File: config.mk
export PLATFORM = sky130hd
export DESIGN_NAME = ni_packetizer
export DESIGN_NICKNAME = d
export VERILOG_FILES = /design/src/rtl/ni_packetizer_pkg.sv /design/src/rtl/ni_credit_cnt.sv /design/src/rtl/ni_packetizer.sv
export SDC_FILE = /design/constraint.sdc
export NUM_CORES = 1
export LEC_CHECK = 0
export CORE_MARGIN = 2
export CORE_UTILIZATION = 47
export DETAILED_ROUTE_END_ITERATION = 16
export GPL_TIMING_DRIVEN = 0
export PLACE_DENSITY = 0.95
export SYNTH_ARGS = -nofsm -noshare
export SYNTH_HDL_FRONTEND = slang
export SYNTH_SLANG_ARGS = --single-unit
File: constraint.sdc
create_clock -name clk -period 3.6 [get_ports clk]
set_input_delay 1.08 -clock clk [delete_from_list [all_inputs] [get_ports clk]]
set_output_delay 1.08 -clock clk [all_outputs]
set_load 0.03 [all_outputs]
File: src/rtl/ni_packetizer_pkg.sv
// ni_packetizer_pkg: shared types and helpers for the network-interface packetizer.
// Flit-type encodings, `AXIS and `DATA_WIDTH normally come from the shared
// parameters.v include. The guarded defaults below take effect only when that
// include has not already defined them, so nothing is ever redefined.
// Optional feature macro used by the top: NI_PARITY_EN (header even parity).
`ifndef AXIS
`define AXIS 2
`endif
`ifndef DATA_WIDTH
`define DATA_WIDTH 32
`endif
`ifndef HEADER
`define HEADER 3'b001
`endif
`ifndef BODY
`define BODY 3'b010
`endif
`ifndef TAIL
`define TAIL 3'b011
`endif

package ni_packetizer_pkg;

   localparam int FT_W = 3;
   localparam int DW   = `DATA_WIDTH;
   localparam int AW   = `AXIS;

   typedef enum logic [1:0] {
      IDLE,
      HEAD,
      BODY
   } state_e;

   typedef logic [DW-1:0] flit_t;

   // Payload flit: type in the top bits, payload word in the rest.
   function automatic flit_t mk_data_flit(input logic [FT_W-1:0] ft, input flit_t d);
      flit_t f;
      f = d;
      f[DW-1 -: FT_W] = ft;
      return f;
   endfunction

   // Even parity over everything above bit 0.
   function automatic logic even_par(input flit_t f);
      return ^f[DW-1:1];
   endfunction

endpackage

File: src/rtl/ni_credit_cnt.sv
// ni_credit_cnt: saturating credit counter for the router local input FIFO.
// Range 0..CREDITS. A decrement and an increment in the same cycle cancel;
// an increment at full is dropped.
module ni_credit_cnt #(
   parameter  int CREDITS = 4,
   localparam int CW      = $clog2(CREDITS + 1)
) (
   input  logic          clk,
   input  logic          rst,
   input  logic          dec,
   input  logic          inc,
   output logic [CW-1:0] avail
);

   logic [CW-1:0] cnt_q, cnt_d;

   // Next count: net change of one flit sent vs one credit returned.
   always_comb begin
      cnt_d = cnt_q;
      if (dec && !inc && (cnt_q != '0))
         cnt_d = cnt_q - 1'b1;
      else if (inc && !dec && (cnt_q != CW'(CREDITS)))
         cnt_d = cnt_q + 1'b1;
   end

   // Counter register; the FIFO is empty (all credits available) out of reset.
   always_ff @(posedge clk or negedge rst) begin
      if (!rst) cnt_q <= CW'(CREDITS);
      else      cnt_q <= cnt_d;
   end

   assign avail = cnt_q;

endmodule

File: src/rtl/ni_packetizer.sv
// ni_packetizer: turns a PE packet request plus payload words into
// HEADER / BODY... / TAIL flits towards the router local port, under
// credit-based flow control.
// Build option: define NI_PARITY_EN to put even parity in header bit 0.
module ni_packetizer
   import ni_packetizer_pkg::*;
#(
   parameter int CREDITS = 4,
   parameter int LEN_W   = 4
) (
   input  logic                   clk,
   input  logic                   rst,
   input  logic [`AXIS-1:0]       cur_addr_rst,
   input  logic                   pe_req,
   input  logic [`AXIS-1:0]       pe_dst_addr,
   input  logic [LEN_W-1:0]       pe_len,
   output logic                   pe_ack,
   input  logic [`DATA_WIDTH-1:0] pe_data,
   input  logic                   pe_data_valid,
   output logic                   pe_data_ready,
   output logic [`DATA_WIDTH-1:0] flit_out,
   output logic                   flit_valid,
   input  logic                   credit_in,
   output logic                   busy
);

   localparam int CW = $clog2(CREDITS + 1);

   state_e           state_q;
   logic [AW-1:0]    cur_q, dst_q;
   logic [LEN_W-1:0] len_q, rem_q;
   flit_t            flit_q, hdr_d;
   logic             vld_q;
   logic [CW-1:0]    avail;
   logic             can_send;

   // The counter only sees a flit once flit_valid is up, so a flit launched
   // last cycle still holds a credit that the counter has not yet taken.
   assign can_send = avail > CW'(vld_q);

   ni_credit_cnt #(.CREDITS(CREDITS)) u_credit (
      .clk   (clk),
      .rst   (rst),
      .dec   (vld_q),
      .inc   (credit_in),
      .avail (avail)
   );

   // Acceptance is visible in the request cycle; held low while in reset.
   assign pe_ack        = rst & (state_q == IDLE) & pe_req & (pe_len != '0);
   assign pe_data_ready = (state_q == BODY) & can_send;
   assign busy          = (state_q != IDLE);
   assign flit_out      = flit_q;
   assign flit_valid    = vld_q;

   // Header assembly: type, dst, own address, length, zero fill, bit 0 option.
   always_comb begin
      hdr_d = '0;
      hdr_d[DW-1 -: FT_W]           = `HEADER;
      hdr_d[DW-1-FT_W -: AW]        = dst_q;
      hdr_d[DW-1-FT_W-AW -: AW]     = cur_q;
      hdr_d[DW-1-FT_W-2*AW -: LEN_W] = len_q;
`ifdef NI_PARITY_EN
      hdr_d[0] = even_par(hdr_d);
`else
      hdr_d[0] = 1'b0;
`endif
   end

   // Packet FSM with registered flit outputs; reset drops any partial packet.
   always_ff @(posedge clk or negedge rst) begin
      if (!rst) begin
         state_q <= IDLE;
         cur_q   <= cur_addr_rst;
         dst_q   <= '0;
         len_q   <= '0;
         rem_q   <= '0;
         flit_q  <= '0;
         vld_q   <= 1'b0;
      end else begin
         vld_q <= 1'b0;
         unique case (state_q)
            IDLE: begin
               if (pe_ack) begin
                  dst_q   <= pe_dst_addr;
                  len_q   <= pe_len;
                  state_q <= HEAD;
               end
            end
            HEAD: begin
               if (can_send) begin
                  flit_q  <= hdr_d;
                  vld_q   <= 1'b1;
                  rem_q   <= len_q;
                  state_q <= BODY;
               end
            end
            BODY: begin
               if (pe_data_valid && pe_data_ready) begin
                  flit_q <= mk_data_flit((rem_q == LEN_W'(1)) ? `TAIL : `BODY, pe_data);
                  vld_q  <= 1'b1;
                  rem_q  <= rem_q - 1'b1;
                  if (rem_q == LEN_W'(1)) state_q <= IDLE;
               end
            end
            default: state_q <= IDLE;
         endcase
      end
   end

endmodule

Yosys cells after proc, flatten, opt, wreduce, memory -nomap -nowiden
Cells that the tools add are included.
Operators by class
  add/subtract/negate cells: 3
  order comparisons: 1
  reduce and logical (&&, ||, !) cells: 16
  muxes and demuxes: 17
  equality and inequality tests: 8
  bitwise logic cells: 4
Operators with widths (number)
  $mux 32: 2
  $pmux 32 s2: 1
  $mux 2: 4
  $mux 4: 2
  $pmux 4 s2: 1
  $mux 3: 2
  $pmux 2 s3: 1
  $reduce_bool 2->1: 3
  $logic_and 1x1->1: 5
  $and 1x1->1: 4
  $eq 4x1->1 const B: 1
  $ne 2x1->1 const B: 2
  $ne 2x2->1 const B: 2
  $reduce_and 4->1: 1
  $reduce_bool 4->1: 1
  $sub 4x1->4 const B: 1
  $add 3x1->3 const B: 1
  $gt 3x1->1: 1
  $mux 1: 3
  $ne 3x3->1 const B: 1
  $reduce_and 3->1: 1
  $reduce_bool 3->1: 1
  $sub 3x1->3 const B: 1
  $eq 2x1->1 const B: 1
  other kinds (5): 6
Word-level totals
  word-level logic and storage cells: 56
  register bits: 48
  output and inout port bits: 36
  input port bits: 45

Longest topological paths before layout
  depth in word-level cells: 6
  depth in mapped cells: 7

Hierarchy
From an unflattened synthesis, not the netlist that was laid out.
Unflattened totals
  cells, all modules: 215
  area, all modules: 2218.4 µm²
Modules (own cells, without submodules)
  ni_packetizer: seq. area each 1101.1 µm², times used 1, area an instance 2016.9 µm², cells an instance 196
  ni_credit_cnt: seq. area each 76.3 µm², times used 1, area an instance 201.4 µm², cells an instance 19

Worst setup path after synthesis
OpenSTA, ideal clock, no wires.
  kind: input-to-output
  start point: in pe_len[1]
  end point: out pe_ack
  path slack: 713 ps
  data arrival time: 1807 ps
  stages: 2
  cells stage by stage: o41ai_4 > inv_1
Between the ends
  word-level cells in the longest chain between the ends: 2
RTL lines
  start, declared: RTL line ni_packetizer.sv:16  | input logic [LEN_W-1:0] pe_len,
  $reduce_bool 4->1: RTL line ni_packetizer.sv:50  | assign pe_ack = rst & (state_q == IDLE) & pe_req & (pe_len != '0);
  $and 1x1->1: RTL line ni_packetizer.sv:50
  end, declared: RTL line ni_packetizer.sv:17  | output logic pe_ack,
No other way between the ends.

Final worst setup path
  start point: in pe_len[2]
  end point: out pe_ack
The elaborated chain is that of the path after synthesis.

==> impl_metrics.toml <==
[synth]
netlist_area_um2 = 2180
ys_types = 40
yosys_register_bits = 47
synthesis.nets = 250
yosys_warnings = 2
synthCells = 196
syn_avg_cell_area_um2 = 11.1
synth_seq_area_share_pct = 53.9

[critical_path]
crit_buf_inv = 3
worstPathArrival_ns = 2.42
startpoint_type = "primary input"
worstSetupPathType = "primary input to output pin"
cp_max_fo = 3
end_kind = "output pin"
cp_slowest_cell = "clkdlybuf4s50_1"
slowest_delay_ns = 0.46
cpLargestDelayFamily = "buffers and inverters"
crit_required_ns = 2.52
crit_chain = "clkdlybuf4s50_1, o41ai_4, inv_1, clkdlybuf4s15_1"

[global_route]
grt_pass1_wl_mm = 8.38
use_met3_pct = 5.00
grt_use_total_pct = 20.7
grt_start_max_net_pins = 28
first_global_vias = 1765
busiest_layer = "met2"
groute.layer.met2.usage_pct = 34.3
overflow = 0
antenna_found_initial = 0
grtUsageMet1_pct = 27.4

[run]
drv_cap = 0

[clock_network]
cts_tree = "yes"
clock_path_buffers = 2
h-tree-depth = 2
numCtsBuffers = 5
cts_hold_buf = 0
cts_root_buf = "clkbuf_8"
cts.clk_slew.worst_paths_ns = 0.08
insertion_delay_ns = 0.30
cts.sinks = 47

[die]
dieWidth_um = 72.2
rows = 24
dieArea_um2 = 5210
start_util_pct = 49.5
die_h_um = 72.2
io_pins = 81
core_um2 = 4410

[route]
routedWlPerCell_um = 15.9
drtIter0Drc = 70
ant_nets = 0
drt_first_pass_iters = 4
vias_per_cell = 5.34
vias = 1774
wl_mm = 5.28
drc = 0

[pwr]
p_clk_share_pct = 12.2
power.internal_mw = 1.45
vdd_ir_drop_max_mv = 0.526
powerDensity_nw_per_um2 = 811
finalPower_mw = 2.52
combPwrFrac_pct = 53.5
pwr-share-seq_pct = 34.2
power_switching_mw = 1.07
swShare_pct = 42.3
p_leak_nw = 1.40

[timing]
min_period_ns = 3.50
setup_ws_ns = 0.104
setup_viol = 0
period_share_pct = 97.1
fin_setup_tns_ns = 0
slew_violations = 0
timing.fmax_mhz = 286
slew_headroom_pct = 66.6
clock-skew-final_ns = 0.00575
rsz0062_at_grt = "false"
worst_pin_slew_ns = 0.500
hold_viol = 0

[final_layout]
n_antenna_cell = 0
drive_gt1_share_pct = 10.4
area_growth_pct = 42.0
fin_cells = 332
final_nets = 333

[placed_design]
dp_hpwl_mm = 3.87
place_congestion = 0.777
portBuffers = 74
dp_cells = 323
pre_cts_ws_ns = -0.520

[run_status]
status = "complete, no violations"

[min_path]
hold_path_class = "flop to flop"
==> kinds of logic after synthesis <==
kind of cell	share of synthesized area, %
multiplexers	4.75
buffers and inverters	4.70
adder cells (fa/ha/maj)	5.50
flip-flops	53.9
other	0.172
AO/OA/AOI/OAI	20.8
XOR/XNOR	0.802
AND/OR/NAND/NOR	9.39
==> power by group through the flow <==
stage / registers (mW) / clock network (mW) / logic [mW]
2_1_floorplan: 1.03 / 0 / 0.717
3_3_place_gp: 0.860 / 0 / 1.30
3_5_place_dp: 0.864 / 0 / 1.35
4_1_cts: 0.859 / 0.315 / 1.36
5_1_grt: 0.880 / 0.338 / 1.46
6_report: 0.862 / 0.308 / 1.35
==> synth_stat cells, drive strengths merged <==
master   n  area, um2
o21ba    1       10.0
and2     1       6.26
ha       8        100
dfstp    1       26.3
o22a     2       17.5
o211a    1       10.0
inv     12       45.0
o211ai   1       7.51
nor2     9       43.8
nand3b   1       7.51
conb     1       3.75
nor3     1       5.00
a222oi   2       20.0
a22o    25        219
o21ai   15       78.8
mux2     3       33.8
clkbuf   1       3.75
nand2   26       97.6
a221o    1       10.0
or2      2       12.5
xnor2    1       8.76
buf     10       53.8
dfrtp   46       1150
o41ai    1       27.5
xor2     1       8.76
nor3b    1       7.51
nand3    1       5.00
mux2i    7       70.1
and3     1       7.51
fa       1       20.0
a31oi    3       18.8
nor2b    2       12.5
a21oi    7       35.0
==> through the flow <==
stage	utilization [%]	hold WS [ns]	instance area, um2
finish	70.3	0.494	3100
global route	70.3	0.514	3100
detailed placement	68.1	0.474	3010
global placement	67.7	0.467	2990
CTS	70.2	0.493	3100
floorplan	-	0.445	2180
==> metal layers <==
layer | vias up | wire [um]
met4 | 0 | 92
met1 | 860 | 2310
li1 | 853 | -
met5 | - | 0
met3 | 10 | 262
met2 | 51 | 2620
==> sequential cells by signal, summed over array words and instances (netlist names) <==
| name | count |
|---|---|
| flit_out | 31 |
| u_credit.avail | 3 |
| rem_q | 4 |
| flit_valid | 1 |
| len_q | 4 |
| dst_q | 2 |
| state_q | 2 |
==> path summary, 6_finish.rpt <==
kind                                              from                             to  slack (ns)  depth (start not counted)
min in group asynchronous                          rst       flit_out[14]$_DFFE_PN0P_        0.61                          1
worst max register to register  state_q[0]$_DFFE_PN0P_         state_q[1]$_DFFE_PN0P_        1.42                          7
worst min-delay path              dst_q[1]$_DFFE_PN0P_           dst_q[1]$_DFFE_PN0P_        0.49                          2
worst max-delay path                         pe_len[2]                         pe_ack        0.10                          4
max in group asynchronous                          rst  u_credit.avail[2]$_DFFE_PN1P_        2.52                          2
worst min register to register    dst_q[1]$_DFFE_PN0P_           dst_q[1]$_DFFE_PN0P_        0.49                          2
==> layout by cell type, fill, tap and decap left out, types with 8 or more instances in the layout <==
| cell type | count |
|---|---|
| o21ai_0 | 13 |
| a22o_1 | 25 |
| nand2_1 | 26 |
| ha_1 | 8 |
| inv_1 | 12 |
| dfrtp_1 | 46 |
| clkdlybuf4s50_1 | 72 |
==> area by class of cell <==
type                            count  area (um2)
Fill cell                         323        1310
Sequential cell                    47        1180
Multi-Input combinational cell    126         905
Timing Repair Buffer               76         769
Clock buffer                        7        76.3
Tap cell                           52        65.1
Buffer                             11        57.6
Inverter                           12        45.0
Clock inverter                      1        7.51
==> worst reg2reg max path, delay by kind of cell (launching register included) <==
| family | cells | cell delay, ns |
|---|---|---|
| muxes | 1 | 0.39 |
| and+or+nand+nor | 1 | 0.27 |
| AOI/OAI and AO/OA | 2 | 0.48 |
| buffers and inverters | 2 | 0.30 |
| DFF | 1 | 0.42 |
| adders and majority gates | 1 | 0.21 |
==> what timing repair did <==
item                                    in CTS  in global routing
setup buffers                                1                  0
gates cloned                                 0                  0
endpoints found under the setup margin       1                  1
gates resized for setup                      3                  1
hold endpoints to repair                     0                  0
pin swaps                                    1                  0
(Power assumes the default switching activity.)
